`src/rtl/ps2_keydec_pkg.sv`:
```
// Shared types and byte constants for the PS/2 key event decoder.
package ps2_keydec_pkg;

    typedef enum logic [1:0] {
        ST_IDLE      = 2'd0,
        ST_BREAK     = 2'd1,
        ST_EXT       = 2'd2,
        ST_EXT_BREAK = 2'd3
    } state_t;

    localparam logic [7:0] BYTE_F0 = 8'hF0;
    localparam logic [7:0] BYTE_E0 = 8'hE0;
    localparam logic [7:0] BYTE_00 = 8'h00;
    localparam logic [7:0] BYTE_AA = 8'hAA;
    localparam logic [7:0] BYTE_EE = 8'hEE;
    localparam logic [7:0] BYTE_FA = 8'hFA;
    localparam logic [7:0] BYTE_FE = 8'hFE;
    localparam logic [7:0] BYTE_FF = 8'hFF;

    // Keyboard-to-host protocol bytes that never carry key information.
    function automatic logic is_protocol_byte(input logic [7:0] b);
        return (b == BYTE_00) || (b == BYTE_AA) || (b == BYTE_EE) ||
               (b == BYTE_FA) || (b == BYTE_FE) || (b == BYTE_FF);
    endfunction

endpackage

```
`src/rtl/ps2_key_match.sv`:
```
// Combinational lookup of {ext, code} against the key table.
// PS2_KEYDEC_EXT_EN selects full 9-bit compares; otherwise bit 8 of each entry is ignored.
module ps2_key_match #(
    parameter int unsigned            NUM_KEYS  = 4,
    parameter logic [NUM_KEYS*9-1:0]  KEY_CODES = {9'h01E, 9'h016, 9'h05A, 9'h029}
) (
    input  logic                ext,
    input  logic [7:0]          code,
    output logic [NUM_KEYS-1:0] match,
    output logic                no_match
);

    always_comb begin
        match = '0;
        for (int i = 0; i < int'(NUM_KEYS); i++) begin
`ifdef PS2_KEYDEC_EXT_EN
            match[i] = (KEY_CODES[9*i +: 9] == {ext, code});
`else
            // ext can never be set without E0 handling, so it only masks here
            match[i] = (KEY_CODES[9*i +: 8] == code) & ~ext;
`endif
        end
    end

    assign no_match = ~|match;

endmodule

```
`src/rtl/ps2_key_event_decoder.sv`:
```
// PS/2 scan-code decoder: per-key held levels plus one-cycle press/release pulses.
// Define PS2_KEYDEC_EXT_EN to enable E0 (extended) prefix handling.
module ps2_key_event_decoder
    import ps2_keydec_pkg::*;
#(
    parameter int unsigned            NUM_KEYS       = 4,
    parameter logic [NUM_KEYS*9-1:0]  KEY_CODES      = {9'h01E, 9'h016, 9'h05A, 9'h029},
    parameter int unsigned            TIMEOUT_CYCLES = 2_000_000
) (
    input  logic                clock,
    input  logic                resetn,
    input  logic [7:0]          byte_data,
    input  logic                byte_valid,
    input  logic                clear,
    output logic [NUM_KEYS-1:0] key_held,
    output logic [NUM_KEYS-1:0] key_press,
    output logic [NUM_KEYS-1:0] key_release,
    output logic                any_held,
    output logic                unknown_code
);

    state_t state_q, state_d;

    logic                is_e0, is_f0, is_proto;
    logic                byte_act, code_act;
    logic                ext_mode, brk_mode;
    logic                timeout_hit;
    logic [NUM_KEYS-1:0] match;
    logic                no_match;

    logic [NUM_KEYS-1:0] held_d, press_d, release_d;
    logic                unknown_d;

    assign is_e0    = (byte_data == BYTE_E0);
    assign is_f0    = (byte_data == BYTE_F0);
    assign is_proto = is_protocol_byte(byte_data);

`ifdef PS2_KEYDEC_EXT_EN
    assign byte_act = byte_valid & ~clear;
`else
    // Without extended support an E0 byte is treated as if nothing arrived.
    assign byte_act = byte_valid & ~clear & ~is_e0;
`endif
    assign code_act = byte_act & ~is_e0 & ~is_f0 & ~is_proto;

    assign ext_mode = (state_q == ST_EXT)   || (state_q == ST_EXT_BREAK);
    assign brk_mode = (state_q == ST_BREAK) || (state_q == ST_EXT_BREAK);

    ps2_key_match #(
        .NUM_KEYS  (NUM_KEYS),
        .KEY_CODES (KEY_CODES)
    ) u_match (
        .ext      (ext_mode),
        .code     (byte_data),
        .match    (match),
        .no_match (no_match)
    );

    // Stale-prefix timer: cleared by any accepted byte, runs only while a prefix is pending.
    generate
        if (TIMEOUT_CYCLES > 0) begin : g_timeout
            localparam int unsigned TW = $clog2(TIMEOUT_CYCLES + 1);
            logic [TW-1:0] timer_q, timer_d;
            logic          hit;

            always_comb begin
                timer_d = timer_q;
                hit     = 1'b0;
                if (clear || byte_act) begin
                    timer_d = '0;
                end else if (state_q != ST_IDLE) begin
                    if (timer_q == TW'(TIMEOUT_CYCLES - 1)) begin
                        hit     = 1'b1;
                        timer_d = '0;
                    end else begin
                        timer_d = timer_q + TW'(1);
                    end
                end
            end

            always_ff @(posedge clock) begin
                if (!resetn) timer_q <= '0;
                else         timer_q <= timer_d;
            end

            assign timeout_hit = hit;
        end else begin : g_no_timeout
            assign timeout_hit = 1'b0;
        end
    endgenerate

    // State register
    always_ff @(posedge clock) begin
        if (!resetn) state_q <= ST_IDLE;
        else         state_q <= state_d;
    end

    // Next-state logic
    always_comb begin
        state_d = state_q;
        if (clear) begin
            state_d = ST_IDLE;
        end else if (byte_act) begin
            if (is_e0)      state_d = ST_EXT;
            else if (is_f0) state_d = ext_mode ? ST_EXT_BREAK : ST_BREAK;
            else            state_d = ST_IDLE;
        end else if (timeout_hit) begin
            state_d = ST_IDLE;
        end
    end

    // Output logic: next values of the held register and pulses
    always_comb begin
        held_d    = key_held;
        press_d   = '0;
        release_d = '0;
        unknown_d = 1'b0;
        if (clear) begin
            held_d = '0;
        end else if (code_act) begin
            if (no_match) begin
                unknown_d = 1'b1;
            end else if (brk_mode) begin
                release_d = match & key_held;
                held_d    = key_held & ~match;
            end else begin
                press_d = match & ~key_held;
                held_d  = key_held | match;
            end
        end
    end

    always_ff @(posedge clock) begin
        if (!resetn) begin
            key_held     <= '0;
            key_press    <= '0;
            key_release  <= '0;
            unknown_code <= 1'b0;
        end else begin
            key_held     <= held_d;
            key_press    <= press_d;
            key_release  <= release_d;
            unknown_code <= unknown_d;
        end
    end

    assign any_held = |key_held;

endmodule

```
`config.mk`:
```
export PLATFORM = sky130hd
export DESIGN_NAME = ps2_key_event_decoder
export DESIGN_NICKNAME = d
export VERILOG_FILES = /design/src/rtl/ps2_keydec_pkg.sv /design/src/rtl/ps2_key_match.sv /design/src/rtl/ps2_key_event_decoder.sv
export SDC_FILE = /design/constraint.sdc
export NUM_CORES = 1
export LEC_CHECK = 0
export CORE_UTILIZATION = 45
export CTS_BUF_LIST = sky130_fd_sc_hd__clkbuf_8
export DETAILED_ROUTE_END_ITERATION = 16
export PLACE_DENSITY = 0.73
export SLEW_MARGIN = 20
export SYNTH_ARGS = -nofsm -noshare
export SYNTH_HDL_FRONTEND = slang
export SYNTH_SLANG_ARGS = --single-unit
```
`constraint.sdc`:
```
create_clock -name clock -period 2.33 [get_ports clock]
set_input_delay 0.466 -clock clock [delete_from_list [all_inputs] [get_ports clock]]
set_output_delay 0.466 -clock clock [all_outputs]
set_load 0.005 [all_outputs]
```
==> flow_summary.yaml <==
detailed_routing:
  drtIter0Drc: 87
  routed_via_density: 5.66
  route.vias.total: 1648
  detail_route.wl_per_cell_um: 13.7
  routed_wl_mm: 3.98
  antenna_left: 0
  drc: 0
  dr.pass1.iters: 4
die:
  row_count: 22
  io-pin-count: 26
  coreArea_sq_um: 3770
  die_x_um: 65.7
  start_util: 0.484
  die-area_sq_um: 4320
  die_h_um: 65.7
finish:
  final-seq-area_sq_um: 721
  fillerInstances: 338
  multi_input_area_sq_um: 1060
  antennaDiodeCount: 0
  fin_util: 0.620
  final_layout_size_suffix_gt1_frac: 0.136
  nets: 255
  instances_no_fill: 291
  syn_to_final_growth_pct: 28.1
place:
  placed_cells: 283
  port_buffers: 25
  globalplace.congestion: 0.839
  hpwl_mm: 2.90
sta:
  finClkSkew_ns: 0.00954
  hold_viol_final: 0
  post-route-min-period_ns: 2.07
  period_share: 0.890
  fmax_mhz: 482
  setup_viol: 0
  drv_slew: 0
  hold_ws_ns: 0.480
  worst_slew_pin_slew_ns: 0.575
  rsz0062_at_grt: "no"
  maxSlewHeadroom: 0.615
yosys:
  ys_async_sr_fraction: 0
  post_synth_num_cell_types: 46
  yosys.area.top_type: "dfxtp_1"
  synth-xor-area-share: 0.0528
  yosys_most_used_dff: "dfxtp_1"
  synth_compound_area_frac: 0.165
  ys_seq_area_frac: 0.395
  synth_most_common_cell: "dfxtp_1"
  synthAdderAreaFrac: 0.00685
  synth_edf_count: 0
  syn_area_sq_um: 1830
  synth.area.top_cells: "dfxtp_1 (39%), a21oi_1 (4.1%), nand2_1 (3.5%)"
  synth_top_family_by_area: "simple AND/OR/NAND/NOR gates"
  syn_inst: 201
  synth_top_area_frac: 0.395
  avgSynthCellArea_sq_um: 9.08
  yosys.area_share.simple: 0.351
  synth_common_cells: "dfxtp_1 (36), nand2_1 (17), nor2_1 (16)"
  ys_seq_elements: 36
  synthesis.nets: 214
  ys_warn_count: 0
  synthMuxAreaShare: 0.00548
grt:
  grt_pass1_vias: 1469
  antenna_found_initial: 0
  globalRouteTotalUtil: 0.204
  grt_start_max_net_pins: 20
  grt_pass1_wl_mm: 6.84
  grt.overflow.total: 0
clocking:
  worst_setup_hold_path_clk_slew_ns: 0.07
  cts_htree_levels: 2
  tritoncts: "yes"
  root_buffer: "clkbuf_8"
  cts_buffers: 5
  clockBufferDepth: 2
  cts_setup_buffers: 0
  clock-sinks: 36
  holdBufCountCts: 0
  clock_latency_ns: 0.29
  cts-resized-gates: 0
power:
  seqPwrFrac: 0.472
  p_int_mw: 1.04
  p_leak_nw: 0.757
  power.switching_mw: 0.270
  p_sw_frac: 0.206
  combinationalPowerShare: 0.070
  peakVddDrop_v: 0.000429
  clockPowerShare: 0.458
  power_density_nw_per_um2: 559
worst_setup_path:
  critical_path_class: "input pin to flip-flop"
  critical_path_required_ns: 2.49
  critPathLaunchType: "input pin"
  cp-end-kind: "flip-flop"
  cp_max_fo: 9
  worst_ep_arrival_time_ns: 2.23
run_status:
  status: "complete, no violations"
flow_run:
  drv_cap: 0
hold_path:
  worstHoldPathType: "flip-flop to flip-flop"
==> routing by layer <==
| layer | up-vias | track usage | share of wire |
|---|---|---|---|
| li1 | 844 | - | - |
| met1 | 771 | 0.285 | 0.51 |
| met2 | 29 | 0.320 | 0.46 |
| met3 | 4 | 0.0365 | 0.028 |
| met4 | 0 | 0.0543 | 0.0075 |
| met5 | - | 0 | 0 |
==> metrics by stage <==
stage / area (sq um) / setup TNS (ns) / setup slack (ns) / total power [mW]
finish: 2340 / 0 / 0.256 / 1.31
global route: 2340 / 0 / 0.144 / 1.35
CTS: 2340 / 0 / 0.244 / 1.31
detailed placement: 2210 / -0.260 / -0.0522 / 0.723
global placement: 2210 / -0.0512 / -0.00836 / 0.721
floorplan: 1830 / 0 / 0.497 / 0.675
==> placed cells by master (no fill, tap or decap), types with 7 or more instances in the layout <==
cell type / instances
nand3_1: 9
nand2_1: 17
nor2_1: 16
buf_4: 14
clkdlybuf4s50_1: 25
o21ai_0: 9
nand4_1: 9
dfxtp_1: 36
clkbuf_8: 7
a21oi_1: 15
nor4_1: 8
==> worst paths after layout <==
kind	startpoint	endpoint	slack (ns)	depth (start not counted)
max	byte_data[2]	key_release[0]	0.26	5
min	flip-flop	key_release[1]	0.48	2
max reg2reg	g_timeout.timer_q[0]	g_timeout.timer_q[10]	0.40	5
min reg2reg	flip-flop	key_release[1]	0.48	2
==> power groups by stage <==
stage	sequential, mW	combinational, mW	clock [mW]
after global routing	0.617	0.0992	0.632
after detailed placement	0.631	0.0914	0
after floorplan	0.631	0.0436	0
final	0.617	0.0917	0.598
after global placement	0.631	0.0899	0
after CTS	0.617	0.0916	0.605
==> worst max-delay path, stage by stage <==
cell and delay, ns:
clkdlybuf4s50_1 0.41, or4_1 0.54, or3_1 0.36, o221ai_4 0.33, nor4_1 0.11
==> cell type report <==
type / instances / share of cell area
well taps: 48 / 0.0257
multi-input cells: 156 / 0.454
flip-flops and latches: 36 / 0.308
clock inverters: 1 / 0.0128
repair buffers: 39 / 0.152
clock buffers: 7 / 0.0412
inverters: 4 / 0.00642
==> cell families after synthesis <==
logic type / after synthesis
multiplexers: 1
buffers and inverters: 9
flip-flops: 36
adder cells (fa/ha/maj): 1
XOR/XNOR: 11
AO/OA/AOI/OAI: 40
AND/OR/NAND/NOR: 103
(Power assumes the default switching activity.)
